File: config.mk
export PLATFORM = sky130hd
export DESIGN_NAME = rng_request_arbiter
export DESIGN_NICKNAME = d
export VERILOG_FILES = /design/src/rtl/rng_arb_pkg.sv /design/src/rtl/rr_arbiter_core.sv /design/src/rtl/rng_request_arbiter.sv
export SDC_FILE = /design/constraint.sdc
export NUM_CORES = 1
export LEC_CHECK = 0
export CELL_PAD_IN_SITES_DETAIL_PLACEMENT = 0
export CELL_PAD_IN_SITES_GLOBAL_PLACEMENT = 1
export CORE_MARGIN = 2
export CORE_UTILIZATION = 30
export DETAILED_ROUTE_END_ITERATION = 8
export PLACE_DENSITY = 0.77
export SLEW_MARGIN = 20
export SYNTH_ARGS = -nofsm -noshare
export SYNTH_HDL_FRONTEND = slang
export SYNTH_SLANG_ARGS = --single-unit
export TNS_END_PERCENT = 10
File: constraint.sdc
create_clock -name clk -period 2.2 [get_ports clk]
set_input_delay 0.44 -clock clk [delete_from_list [all_inputs] [get_ports clk]]
set_output_delay 0.44 -clock clk [all_outputs]
set_load 0.03 [all_outputs]
File: src/rtl/rng_arb_pkg.sv
// Shared types and helpers for the random-source request arbiter.
package rng_arb_pkg;

    typedef enum logic [1:0] {
        IDLE    = 2'd0,
        PULSE   = 2'd1,
        CAPTURE = 2'd2,
        GAP     = 2'd3
    } state_t;

    localparam int DEF_RAND_W  = 6;
    localparam int DEF_NUM_REQ = 4;

    // Index of the set bit in a one-hot vector of up to 8 bits.
    function automatic logic [2:0] onehot_index(input logic [7:0] v);
        logic [2:0] idx;
        idx[0] = v[1] | v[3] | v[5] | v[7];
        idx[1] = v[2] | v[3] | v[6] | v[7];
        idx[2] = v[4] | v[5] | v[6] | v[7];
        return idx;
    endfunction

endpackage

File: src/rtl/rr_arbiter_core.sv
// Combinational round-robin pick: first set req bit at or after ptr, wrapping.
module rr_arbiter_core
    import rng_arb_pkg::*;
#(
    parameter int NUM_REQ = DEF_NUM_REQ,
    parameter int IDX_W   = (NUM_REQ > 1) ? $clog2(NUM_REQ) : 1
) (
    input  logic [NUM_REQ-1:0] req,
    input  logic [IDX_W-1:0]   ptr,
    output logic [IDX_W-1:0]   winner,
    output logic               valid
);

    localparam logic [IDX_W:0] NUM_L = (IDX_W + 1)'(NUM_REQ);

    logic [2*NUM_REQ-1:0] dbl;
    logic [NUM_REQ-1:0]   rot;
    logic [NUM_REQ-1:0]   rot_pick;
    logic [2:0]           ofs;
    logic [IDX_W:0]       sum;

    // Rotate so ptr sits at bit 0, isolate the lowest set bit, then un-rotate.
    assign dbl      = {req, req};
    assign rot      = NUM_REQ'(dbl >> ptr);
    assign rot_pick = rot & (~rot + 1'b1);
    assign ofs      = onehot_index(8'(rot_pick));
    assign sum      = {1'b0, ptr} + (IDX_W + 1)'(ofs);

    assign winner = (sum >= NUM_L) ? IDX_W'(sum - NUM_L) : IDX_W'(sum);
    assign valid  = |req;

endmodule

File: src/rtl/rng_request_arbiter.sv
// Round-robin sharing of the latched-counter random source among NUM_REQ requesters.
// Optional duplicate rejection per requester under `RNG_REJECT_DUP_EN.
module rng_request_arbiter
    import rng_arb_pkg::*;
#(
    parameter int NUM_REQ   = DEF_NUM_REQ,
    parameter int RAND_W    = DEF_RAND_W,
    parameter int MAX_RETRY = 3
) (
    input  logic               clk,
    input  logic               resetN,
    input  logic [NUM_REQ-1:0] req,
    output logic               rng_rise,
    input  logic [RAND_W-1:0]  rng_dout,
    output logic [NUM_REQ-1:0] ack,
    output logic [RAND_W-1:0]  rand_out,
    output logic               busy
);

    localparam int IDX_W = (NUM_REQ > 1) ? $clog2(NUM_REQ) : 1;
    localparam logic [IDX_W-1:0] LAST_IDX = IDX_W'(NUM_REQ - 1);

    state_t             state, nxt;
    logic [IDX_W-1:0]   ptr, win_q, pick;
    logic               pick_valid;
    logic               deliver;
    logic [NUM_REQ-1:0] req_eff;

    // The requester being acked this cycle still holds req; keep it out of the pick.
    assign req_eff = req & ~ack;

    rr_arbiter_core #(
        .NUM_REQ (NUM_REQ),
        .IDX_W   (IDX_W)
    ) u_core (
        .req    (req_eff),
        .ptr    (ptr),
        .winner (pick),
        .valid  (pick_valid)
    );

`ifdef RNG_REJECT_DUP_EN
    localparam int RETRY_W = (MAX_RETRY > 0) ? $clog2(MAX_RETRY + 1) : 1;

    logic [RETRY_W-1:0] retry;
    logic [RAND_W-1:0]  last_val [NUM_REQ];

    assign deliver = !((rng_dout == last_val[win_q]) &&
                       (retry < RETRY_W'(MAX_RETRY)));

    always_ff @(posedge clk or negedge resetN) begin
        if (!resetN) begin
            retry <= '0;
            for (int unsigned i = 0; i < NUM_REQ; i++) last_val[i] <= '0;
        end else if (state == CAPTURE) begin
            if (deliver) begin
                retry           <= '0;
                last_val[win_q] <= rng_dout;
            end else begin
                retry <= retry + 1'b1;
            end
        end
    end
`else
    assign deliver = 1'b1;
`endif

    always_ff @(posedge clk or negedge resetN) begin
        if (!resetN) state <= IDLE;
        else         state <= nxt;
    end

    always_comb begin
        nxt = state;
        case (state)
            IDLE:    if (pick_valid) nxt = PULSE;
            PULSE:   nxt = CAPTURE;
            CAPTURE: nxt = deliver ? IDLE : GAP;
            GAP:     nxt = PULSE;
            default: nxt = IDLE;
        endcase
    end

    always_comb begin
        rng_rise = 1'b0;
        busy     = 1'b0;
        if (state == PULSE) rng_rise = 1'b1;
        if (state != IDLE)  busy     = 1'b1;
    end

    always_ff @(posedge clk or negedge resetN) begin
        if (!resetN) begin
            win_q    <= '0;
            ptr      <= '0;
            ack      <= '0;
            rand_out <= '0;
        end else begin
            ack <= '0;
            if (state == IDLE && pick_valid) win_q <= pick;
            if (state == CAPTURE && deliver) begin
                rand_out <= rng_dout;
                ack      <= {{(NUM_REQ-1){1'b0}}, 1'b1} << win_q;
                ptr      <= (win_q == LAST_IDX) ? '0 : win_q + 1'b1;
            end
        end
    end

endmodule

Word-level counts from Yosys, hierarchy flattened

Index checks and enable logic that the tools add are counted.

Output and inout bits: 12
Input port bits: 12
Word-level logic and storage cells: 34
Register bits: 16

Reductions and logical operators: 4
Muxes and demuxes: 7
$add $sub $neg: 4
Bitwise logic cells: 6
Shifts and indexed selects: 2
Equality and inequality tests: 5
$lt $le $gt $ge: 1

Operators by type and width:

| kind                                              | number |
|---|---|
| bitwise AND 4 bit                                 | 2 |
| NOT 4 bit                                         | 2 |
| one-hot mux 2 bit (4 select lines)                | 1 |
| >> shifter 8 x 2 -> 4 bit                         | 1 |
| == test 2 bit (second input constant)             | 3 |
| two-way mux 2 bit                                 | 3 |
| adder 4 x 1 -> 4 bit (second input constant)      | 1 |
| two-way mux 4 bit                                 | 1 |
| OR reduction 4 bit                                | 1 |
| << shifter 1 x 2 -> 4 bit (first input constant)  | 1 |
| adder 2 x 2 -> 3 bit                              | 1 |
| >= comparator 3 bit (second input constant)       | 1 |
| adder 2 x 1 -> 2 bit (second input constant)      | 1 |
| == test 2 x 1 -> 1 bit (second input constant)    | 1 |
| zero test 2 bit                                   | 1 |
| two-way mux 1 bit                                 | 2 |
| != test 2 bit (second input constant)             | 1 |
| bitwise OR 1 bit                                  | 2 |
| nonzero test 2 bit                                | 1 |
| subtractor 2 x 1 -> 2 bit (second input constant) | 1 |
| logical AND 1 bit                                 | 1 |

Depth between registers and ports, before layout

Gate-level depths: netlist (run 1).

Word-level depth: 10
Gate-level depth with buffers: 9
Depth with buffers taken out: 8

Modules after synthesis

A second synthesis (run 1) with hierarchy kept.

Cells, all modules: 80
Area, all modules: 904.6 µm²

Modules (own cells, without submodules):

| module              | area an instance (µm²) | seq. area each (µm²) | times used | cells an instance |
|---|---|---|---|---|
| rng_request_arbiter | 725.7                  | 400.4                | 1          | 53 |
| rr_arbiter_core     | 178.9                  | 0.0                  | 1          | 27 |

Worst setup path after synthesis (run 1)

No wires, ideal clock.

Path kind: reg2reg
Start: reg ack[0]
End: reg win_q[1]
Library setup time: 0.124 ns
Path buffers: 1
Arrival time: 1.884 ns
Period minus slack after synthesis: 2.008 ns
Slack: 0.192 ns
Data required time: 2.076 ns
Stages on the path, launching flop included: 10
Cells stage by stage: dfrtp_1 -> nor2b_4 -> buf_6 -> nor3_1 -> a311oi_1 -> a21oi_1 -> a221o_1 -> ha_1 -> o21a_1 -> o31a_1

Longest elaborated chain between the ends: 10
Elaborated cells between the ends (all ways): 14
Those cells by class: add/sub: 3; order compare: 1; shift: 1; mux: 1; bitwise: 6; reduce/logical: 2

Ends and longest elaborated chain:

| what                                                             | line                                 | source |
|---|---|---|
| from (decl)                                                      | rng_request_arbiter.sv:15            | `output logic [NUM_REQ-1:0] ack,` |
| from (signal assigned)                                           | rng_request_arbiter.sv:102           | `ack <= {{(NUM_REQ-1){1'b0}}, 1'b1} << win_q;` |
| NOT 4 bit *                                                      | rng_request_arbiter.sv:30            | `assign req_eff = req & ~ack;` |
| bitwise AND 4 bit *                                              | rng_request_arbiter.sv:30            |  |
| >> shifter 8 x 2 -> 4 bit                                        | rr_arbiter_core.sv:24                | `assign rot = NUM_REQ'(dbl >> ptr);` |
| NOT 4 bit                                                        | rr_arbiter_core.sv:25                | `assign rot_pick = rot & (~rot + 1'b1);` |
| adder 4 x 1 -> 4 bit                                             | rr_arbiter_core.sv:25                |  |
| bitwise AND 4 bit                                                | rr_arbiter_core.sv:25                |  |
| bitwise OR 1 bit (on tied branches)                              | rng_arb_pkg.sv:17, rng_arb_pkg.sv:18 |  |
| adder 2 x 2 -> 3 bit                                             | rr_arbiter_core.sv:27                | `assign sum = {1'b0, ptr} + (IDX_W + 1)'(ofs);` |
| >= comparator 3 bit or subtractor 2 x 1 -> 2 bit (tied branches) | rr_arbiter_core.sv:29                | `assign winner = (sum >= NUM_L) ? IDX_W'(sum - NUM_L) : IDX_W'(sum);` |
| two-way mux 2 bit                                                | rr_arbiter_core.sv:29                |  |
| to (signal assigned)                                             | rng_request_arbiter.sv:99            | `if (state == IDLE && pick_valid) win_q <= pick;` |
| to (decl)                                                        | rng_request_arbiter.sv:24            | `logic [IDX_W-1:0] ptr, win_q, pick;` |

Every way passes the cells marked *; elsewhere a longest branch is shown, timed or not.
A chain may end at the register's enable or synchronous reset.

Worst setup path in the final report (run 1)

Start: in req[2]
End: reg win_q[1]

Longest elaborated chain between the ends: 9
Elaborated cells between the ends (all ways): 13
Those cells by class: add/sub: 3; order compare: 1; shift: 1; mux: 1; bitwise: 5; reduce/logical: 2

Ends and longest elaborated chain:

| what                                                             | line                                 | source |
|---|---|---|
| from (decl)                                                      | rng_request_arbiter.sv:12            | `input logic [NUM_REQ-1:0] req,` |
| bitwise AND 4 bit *                                              | rng_request_arbiter.sv:30            |  |
| >> shifter 8 x 2 -> 4 bit                                        | rr_arbiter_core.sv:24                |  |
| NOT 4 bit                                                        | rr_arbiter_core.sv:25                |  |
| adder 4 x 1 -> 4 bit                                             | rr_arbiter_core.sv:25                |  |
| bitwise AND 4 bit                                                | rr_arbiter_core.sv:25                |  |
| bitwise OR 1 bit (on tied branches)                              | rng_arb_pkg.sv:17, rng_arb_pkg.sv:18 |  |
| adder 2 x 2 -> 3 bit                                             | rr_arbiter_core.sv:27                |  |
| >= comparator 3 bit or subtractor 2 x 1 -> 2 bit (tied branches) | rr_arbiter_core.sv:29                |  |
| two-way mux 2 bit                                                | rr_arbiter_core.sv:29                |  |

Marked as above.

==> results of run 1 <==
## power by group
part	switching [uW]	total [uW]	internal, uW
Combinational	460	916	455
Clock	78.9	142	63.3
Sequential	122	545	423
## synth_stat cells, types with 2 or more instances
cell,n
and2_1,4
nor2b_1,2
o21a_1,2
ha_1,8
nand2_1,3
dfrtp_1,16
a211oi_2,2
nor2_1,4
nor3_1,4
a21oi_1,2
nand2b_2,3
inv_1,5
mux2_2,8
## per-layer routing
layer / up-vias / share of wire [%] / wire length [um] / global-route usage (%)
li1: 343 / - / - / -
met1: 312 / 46 / 790 / 14.95
met2: 15 / 48 / 822 / 18.68
met3: 2 / 4.2 / 71 / 1.528
met4: 0 / 1.0 / 17 / 6.818
met5: - / 0 / 0 / 0
## layout make-up
class                      instances  area [um2]
multi-input combinational         56       483.0
sequential                        16       400.4
clock buffer                       3       22.52
tap                               33       41.29
inverter                           5       18.77
timing repair buffer              32       300.3
fill                             281        1712
## sequential cells by signal (all words and copies together), names as in the netlist
signal / flops
rand_out: 6
ptr: 2
state: 2
win_q: 2
ack: 4
## worst register-to-register path: cells and delay by family (launching register included)
family	cells	cell delay (ps)
AO/OA/AOI/OAI	5	970
flip-flops	1	410
AND/OR/NAND/NOR	1	230
adder cells (fa/ha/maj)	1	190
## logic make-up after synthesis
group,synth area share (%)
simple gates,16.83
flops,43.78
compound gates,13.13
mux,11.08
buf+inv,4.240
fa+ha+maj,10.94
## through the flow
stage | cell area [um2] | power, uW | util, %
floorplan | 914.6 | 1138 | -
global placement | 1234 | 1439 | 41.43
detailed placement | 1234 | 1462 | 41.43
CTS | 1256 | 1617 | 42.18
global route | 1266 | 1752 | 42.52
finish | 1266 | 1602 | 42.52
## worst min path at each step
| stage | endpoint | slack (ps) | depth (start not counted) |
|---|---|---|---|
| final | rand_out[5] | 480 | 2 |
| after global routing | rand_out[0] | 480 | 2 |
| after CTS | rand_out[2] | 470 | 2 |
| after detailed placement | rand_out[3] | 500 | 1 |
| after global placement | rand_out[3] | 490 | 1 |
| after floorplan | ack[0] | 140 | 0 |
==> impl_metrics.tcl, run 1 <==
set metrics [dict create \
    cap_violations 0 \
    timing.final.crit_share_pct 96.79 \
    irDropWorstVdd_mv 0.6449 \
    ys_async_sr_fraction_pct 100.0 \
    path_clk_slew_ps 80 \
    dp.cells 142 \
    yosysTopAreaCellShare_pct 43.78 \
    clock-root-buffer "clkbuf_4" \
    ys.flop_type "dfrtp_1" \
    clk_latency_ps 270 \
    p_leak_uw 0.0005609 \
    cts_made_buffers 3 \
    synth.distinct_cells 30 \
    antenna_left 0 \
    syn2layout_area_growth_pct 38.44 \
    crit_path_end_kind "flop" \
    drt-initial-drc-count 12 \
    port_buffers 23 \
    setup_viol 0 \
    slew_headroom_pct 69.50 \
    reg2reg_depth 7 \
    cp-endpoint "win_q[1]" \
    stdcell_count 145 \
    grt-ovfl-total 0 \
    fin_crit_ps 2129 \
    synth_seq_area_share_pct 43.78 \
    path_cells "clkdlybuf4s50_1, and2b_2, a311oi_2, a21oi_1, a221o_1, ha_1, o21a_1, o31a_1" \
    final_max_slew_viol_count 0 \
    n_antenna_cell 0 \
    synth_area_per_cell_um2 11.43 \
    grt_pass1_wl_mm 3.091 \
    die-area_um2 3506 \
    drive_gt1_share_pct 27.68 \
    worst_path_max_delay_cell "clkdlybuf4s50_1" \
    gp_congestion 0.7740 \
    clock_sinks 16 \
    grtUsageTotal_pct 11.66 \
    outcome "completed" \
    grt_pass1_vias 706 \
    path_buf_inv 1 \
    die_h_um 59.22 \
    clock_path_buffers 2 \
    fin_hold_ws_ps 477.1 \
    htreeDepth 1 \
    fp.coreArea_um2 2978 \
    first_pass_iters 4 \
    tns_ps 0 \
    cts_setup_buffers 0 \
    ys_top_cells_by_area "dfrtp_1 44%, ha_1 11%, mux2_2 9.8%" \
    reg2reg_to "win_q[1]" \
    r2r_setup_slack_ps 290 \
    viasPerCell 4.634 \
    synth_edf_count 0 \
    post_cts_resized 0 \
    start_kind "input pin" \
    final_cell_mix "22 x clkdlybuf4s50_1, 16 x dfrtp_1, 9 x buf_4" \
    final_common_cell "clkdlybuf4s50_1" \
    antenna_found_initial 0 \
    wirelength_mm 1.701 \
    post-place-ws_ps -175.6 \
    hold_buffers 0 \
    drc 0 \
    cpPeakStageDelay_ps 420 \
    io-pin-count 24 \
    finalClockSkew_ps 0.2371 \
    initial_core_util_pct 30.71 \
    hold_viol_final 0 \
    fin_nets 134 \
    p_per_area_nw_per_um2 1265 \
    rows 20 \
    timing.final.ws_setup_ps 70.56 \
    hp-class "in -> async" \
    synth_cells 80 \
    cp.depth 8 \
    tightest_slew_ps 457.6 \
    critical-path-top-delay-family "compound AO/OA/AOI/OAI gates" \
    required_ps 2360 \
    ys.warnings.count 0 \
    cp_max_fo 4 \
    dp_hpwl_mm 1.329 \
    fmaxAchievable_mhz 469.6 \
    wl_per_cell_um 11.73 \
    syn_nets 100 \
    die_x_um 59.22 \
    r2r_start "ack[1]" \
    vias 672 \
    critical_path_class "in -> reg" \
    critPathArrivalTime_ps 2290 \
    syn_area_um2 914.6 \
    grt_max_degree 17 \
    tritoncts "done" \
    yosys_register_bits 16 \
    startpoint "req[2]" \
    yosys.area.top_type "dfrtp_1" \
]
Note: power is estimated with default switching activity, not from simulation.
==> run 2: changes to the inputs <==
--- a/config.mk
+++ b/config.mk
@@ -5,10 +5,12 @@
 export SDC_FILE = /design/constraint.sdc
 export NUM_CORES = 1
 export LEC_CHECK = 0
+export CAP_MARGIN = 5
 export CELL_PAD_IN_SITES_DETAIL_PLACEMENT = 0
 export CELL_PAD_IN_SITES_GLOBAL_PLACEMENT = 1
 export CORE_MARGIN = 2
 export CORE_UTILIZATION = 30
+export CTS_BUF_LIST = sky130_fd_sc_hd__clkbuf_8
 export DETAILED_ROUTE_END_ITERATION = 8
 export PLACE_DENSITY = 0.77
 export SLEW_MARGIN = 20
==> run 2 against run 1 <==
Effect of this change: combinational power up 0.4%; global-route usage down 0.091 points; sequential power about the same; final cell count unchanged; die area unchanged; clock-buffer cell count unchanged; sequential share of layout area down 0.52 points; critical path type unchanged; critical endpoint unchanged; largest cell class unchanged; highest routed layer unchanged.
==> impl_metrics.tcl, run 2 (same netlist as run 1, synthesis figures left out) <==
set metrics [dict create \
    clock-root-buffer "clkbuf_8" \
    cap_violations 0 \
    fin_crit_ps 2076 \
    drt-initial-drc-count 7 \
    required_ps 2330 \
    grt-ovfl-total 0 \
    grtUsageTotal_pct 11.57 \
    fmaxAchievable_mhz 481.7 \
    start_kind "input pin" \
    reg2reg_to "win_q[1]" \
    dp_hpwl_mm 1.329 \
    reg2reg_depth 7 \
    hp-class "reg -> reg" \
    stdcell_count 145 \
    fin_nets 134 \
    port_buffers 23 \
    tritoncts "done" \
    rows 20 \
    gp_congestion 0.7740 \
    wl_per_cell_um 11.86 \
    io-pin-count 24 \
    worstHoldStart "rand_out[5]" \
    die_h_um 59.22 \
    antenna_left 0 \
    initial_core_util_pct 30.71 \
    irDropWorstVdd_mv 0.6469 \
    hold_buffers 0 \
    path_clk_slew_ps 60 \
    clock_path_buffers 2 \
    largest_register "rand_out" \
    largestRegisters "rand_out: 6 flops, ack: 4 flops" \
    drc 0 \
    finalClockSkew_ps 3.225 \
    htreeDepth 1 \
    n_antenna_cell 0 \
    viasPerCell 4.710 \
    drive_gt1_share_pct 28.57 \
    largest_register_ff_count 6 \
    timing.final.crit_share_pct 94.36 \
    cp_max_fo 4 \
    final_max_slew_viol_count 0 \
    vias 683 \
    wirelength_mm 1.719 \
    critical_path_class "in -> reg" \
    fin_hold_ws_ps 509.5 \
    antenna_found_initial 0 \
    rsz0062_at_grt "no" \
    die-area_um2 3506 \
    syn2layout_area_growth_pct 40.77 \
    grt_pass1_vias 706 \
    p_per_area_nw_per_um2 1300 \
    final_common_cell "clkdlybuf4s50_1" \
    first_pass_iters 4 \
    grt_pass1_wl_mm 3.063 \
    critPathArrivalTime_ps 2200 \
    slew_headroom_pct 69.07 \
    r2r_setup_slack_ps 310 \
    clock_sinks 16 \
    hold_path_end "rand_out[5]" \
    p_leak_uw 0.0005701 \
    cts_setup_buffers 0 \
    fp.coreArea_um2 2978 \
    die_x_um 59.22 \
    clk_latency_ps 240 \
    hold_viol_final 0 \
    final_cell_mix "22 x clkdlybuf4s50_1, 16 x dfrtp_1, 9 x buf_4" \
    hold_depth 1 \
    setup_viol 0 \
    r2r_start "ack[1]" \
    outcome "completed" \
    dp.cells 142 \
    cts_made_buffers 3 \
    post_cts_resized 0 \
    grt_max_degree 17 \
    crit_path_end_kind "flop" \
    tightest_slew_ps 463.9 \
]
-- run 2: cell counts in the layout (fill, tap and decap cells not counted) --
Identical to the previous run, type by type.
-- run 2: worst max-delay path, stage by stage --
cell             delay [ps]
clkdlybuf4s50_1         400
nor2b_4                 130
buf_4                   140
nor2_1                  140
nor2_1                   70
a221o_1                 350
ha_2                    180
o21a_1                   90
o31a_1                  270
-- run 2: per-layer routing --
metal	up-vias	global-route usage, %	wire, um
met3	2	1.528	68
met5	-	0	0
met1	323	14.27	794
li1	343	-	-
met4	0	6.818	19
met2	15	19.15	837
-- run 2: worst max path at each step --
| stage | startpoint | to | slack [ps] | depth (start not counted) |
|---|---|---|---|---|
| after global placement | req[2] | win_q[1] | -160 | 8 |
| after CTS | req[2] | win_q[1] | 60 | 8 |
| after global routing | req[0] | win_q[1] | 10 | 9 |
| after floorplan | ack[0] | win_q[1] | 190 | 9 |
| final | req[0] | win_q[1] | 120 | 9 |
| after detailed placement | req[2] | win_q[1] | -180 | 8 |
-- run 2: layout make-up --
cell class | count | area, um2
multi-input combinational | 56 | 485.5
inverter | 5 | 18.77
timing repair buffer | 32 | 300.3
clock buffer | 3 | 41.29
fill | 276 | 1690
tap | 33 | 41.29
sequential | 16 | 400.4
-- run 2: power by group --
part / leakage [uW] / internal (uW) / switching (uW) / total (uW)
Clock: 0.0000216 / 121 / 85.0 / 206
Combinational: 0.000353 / 459 / 461 / 920
Sequential: 0.000196 / 424 / 124 / 548
Total: 0.000570 / 1000 / 670 / 1670
-- run 2: per-stage QoR --
step / area [um2] / power [uW] / utilization, % / setup TNS (ps) / worst slack, ps
after floorplan: 914.6 / 1138 / - / 0 / 192.0
after global placement: 1234 / 1439 / 41.43 / -289.0 / -155.8
after detailed placement: 1234 / 1462 / 41.43 / -336.1 / -175.6
after CTS: 1275 / 1682 / 42.82 / 0 / 55.63
after global routing: 1287 / 1816 / 43.24 / 0 / 11.59
final: 1287 / 1674 / 43.24 / 0 / 124.0
==> run 3: changes to the inputs <==
--- a/config.mk
+++ b/config.mk
@@ -12,7 +12,7 @@
 export CORE_UTILIZATION = 30
 export CTS_BUF_LIST = sky130_fd_sc_hd__clkbuf_8
 export DETAILED_ROUTE_END_ITERATION = 8
-export PLACE_DENSITY = 0.77
+export PLACE_DENSITY = 0.66
 export SLEW_MARGIN = 20
 export SYNTH_ARGS = -nofsm -noshare
 export SYNTH_HDL_FRONTEND = slang
==> run 3 against run 2 <==
Effect of this change: power fell by 0.64%; die area did not move; highest routed layer unchanged; combinational power fell by 1%; worst setup slack improved by 11 ps.
==> impl_metrics.tcl, run 3 (same netlist as run 1, synthesis figures left out) <==
set metrics [dict create \
    outcome "completed" \
    tightest_slew_ps 473.1 \
    start_kind "flop" \
    antenna_left 0 \
    cp_max_fo 3 \
    timing.final.crit_share_pct 93.86 \
    viasPerCell 4.755 \
    r2r_setup_slack_ps 320 \
    fin_hold_ws_ps 506.4 \
    cts_made_buffers 3 \
    setup_viol 0 \
    finalClockSkew_ps 2.563 \
    required_ps 1760 \
    crit_path_end_kind "primary output" \
    fill_cells 295 \
    final_max_slew_viol_count 0 \
    grt-ovfl-total 0 \
    htreeDepth 1 \
    grt_pass1_wl_mm 2.994 \
    fin_crit_ps 2065 \
    final_cell_mix "22 x clkdlybuf4s50_1, 16 x dfrtp_1, 8 x mux2_2" \
    reg2reg_to "win_q[1]" \
    critPathArrivalTime_ps 1620 \
    fin_nets 132 \
    hp-class "in -> async" \
    clock-root-buffer "clkbuf_8" \
    hold_viol_final 0 \
    cap_violations 0 \
    grtUsageTotal_pct 11.42 \
    p_per_area_nw_per_um2 1307 \
    cp-endpoint "busy" \
    antenna_found_initial 0 \
    path_clk_slew_ps 60 \
    clk_latency_ps 250 \
    drt-initial-drc-count 9 \
    wl_per_cell_um 11.80 \
    timing.final.ws_setup_ps 135.0 \
    largestRegisters "rand_out: 6 flops, ack: 4 flops" \
    drive_gt1_share_pct 27.27 \
    irDropWorstVdd_mv 0.5592 \
    die-area_um2 3506 \
    reg2reg_depth 7 \
    largest_register "rand_out" \
    n_antenna_cell 0 \
    initial_core_util_pct 30.71 \
    io-pin-count 24 \
    startpoint "state[0]" \
    rows 20 \
    fp.coreArea_um2 2978 \
    die_x_um 59.22 \
    clock_sinks 16 \
    gp_congestion 0.7707 \
    wirelength_mm 1.687 \
    port_buffers 23 \
    regArea_um2 400.4 \
    r2r_start "ack[2]" \
    final_common_cell "clkdlybuf4s50_1" \
    die_h_um 59.22 \
    grt_pass1_vias 680 \
    clock_path_buffers 2 \
    syn2layout_area_growth_pct 39.12 \
    rsz0062_at_grt "no" \
    dp_hpwl_mm 1.331 \
    fmaxAchievable_mhz 484.3 \
    tritoncts "done" \
    post-place-ws_ps -178.2 \
    drc 0 \
    critical_path_class "reg -> out" \
    slew_headroom_pct 68.46 \
    multi_input_area_um2 485.5 \
    largest_register_ff_count 6 \
    p_leak_uw 0.0005605 \
    vias 680 \
    first_pass_iters 4 \
    grt_max_degree 17 \
]
==> run 3: cell count changes in the layout (fill, tap and decap cells not counted), sizes merged <==
cell | previous run | this run
buf | 9 | 7
==> run 3: how the worst min path moves through the flow <==
stage	startpoint	slack, ps	cells after the start	end
3_5_place_dp	rand_out[1]	500	1	rand_out[1]
4_1_cts	resetN	510	2	rand_out[1]
6_report	resetN	510	2	rand_out[4]
5_1_grt	resetN	510	2	rand_out[2]
3_3_place_gp	rand_out[0]	490	1	rand_out[0]
2_1_floorplan	resetN	140	0	ack[0]
==> run 3: routing by layer <==
layer,vias up,global-route usage [%],wire [um]
met5,-,0,0
met4,0,7.468,38
met3,5,2.838,93
met2,22,17.90,754
met1,311,13.80,801
li1,342,-,-
==> run 3: per-stage QoR <==
step | util (%) | TNS [ps] | instances | instance area (um2) | total power (uW)
floorplan | - | 0 | 80 | 914.6 | 1138
global placement | 40.92 | -309.6 | 140 | 1219 | 1437
detailed placement | 40.92 | -343.9 | 140 | 1219 | 1450
CTS | 42.31 | 0 | 143 | 1260 | 1675
global route | 42.73 | 0 | 143 | 1272 | 1801
finish | 42.73 | 0 | 143 | 1272 | 1663
==> run 3: area by class of cell <==
class                           instances  share of cell area, %
Timing Repair Buffer                   30                  22.42
Sequential cell                        16                  31.47
Tap cell                               33                  3.245
Inverter                                5                  1.475
Multi-Input combinational cell         56                  38.15
Clock buffer                            3                  3.245
==> run 3: timing repair <==
action	in CTS	in global routing
endpoints found under the setup margin	0	2
setup buffers	0	0
gates resized for setup	0	4
hold buffers	0	0
==> run 3: where the power goes <==
group / total, uW / switching (uW) / internal, uW
Combinational: 910 / 458 / 452
Clock: 212 / 90.8 / 121
Sequential: 541 / 117 / 424
Total: 1660 / 666 / 997
==> run 3: critical path: stages, from the launching register on <==
cell             delay [ps]
dfrtp_1                 360
inv_1                    70
ha_1                    230
inv_1                    60
clkdlybuf4s50_1         660
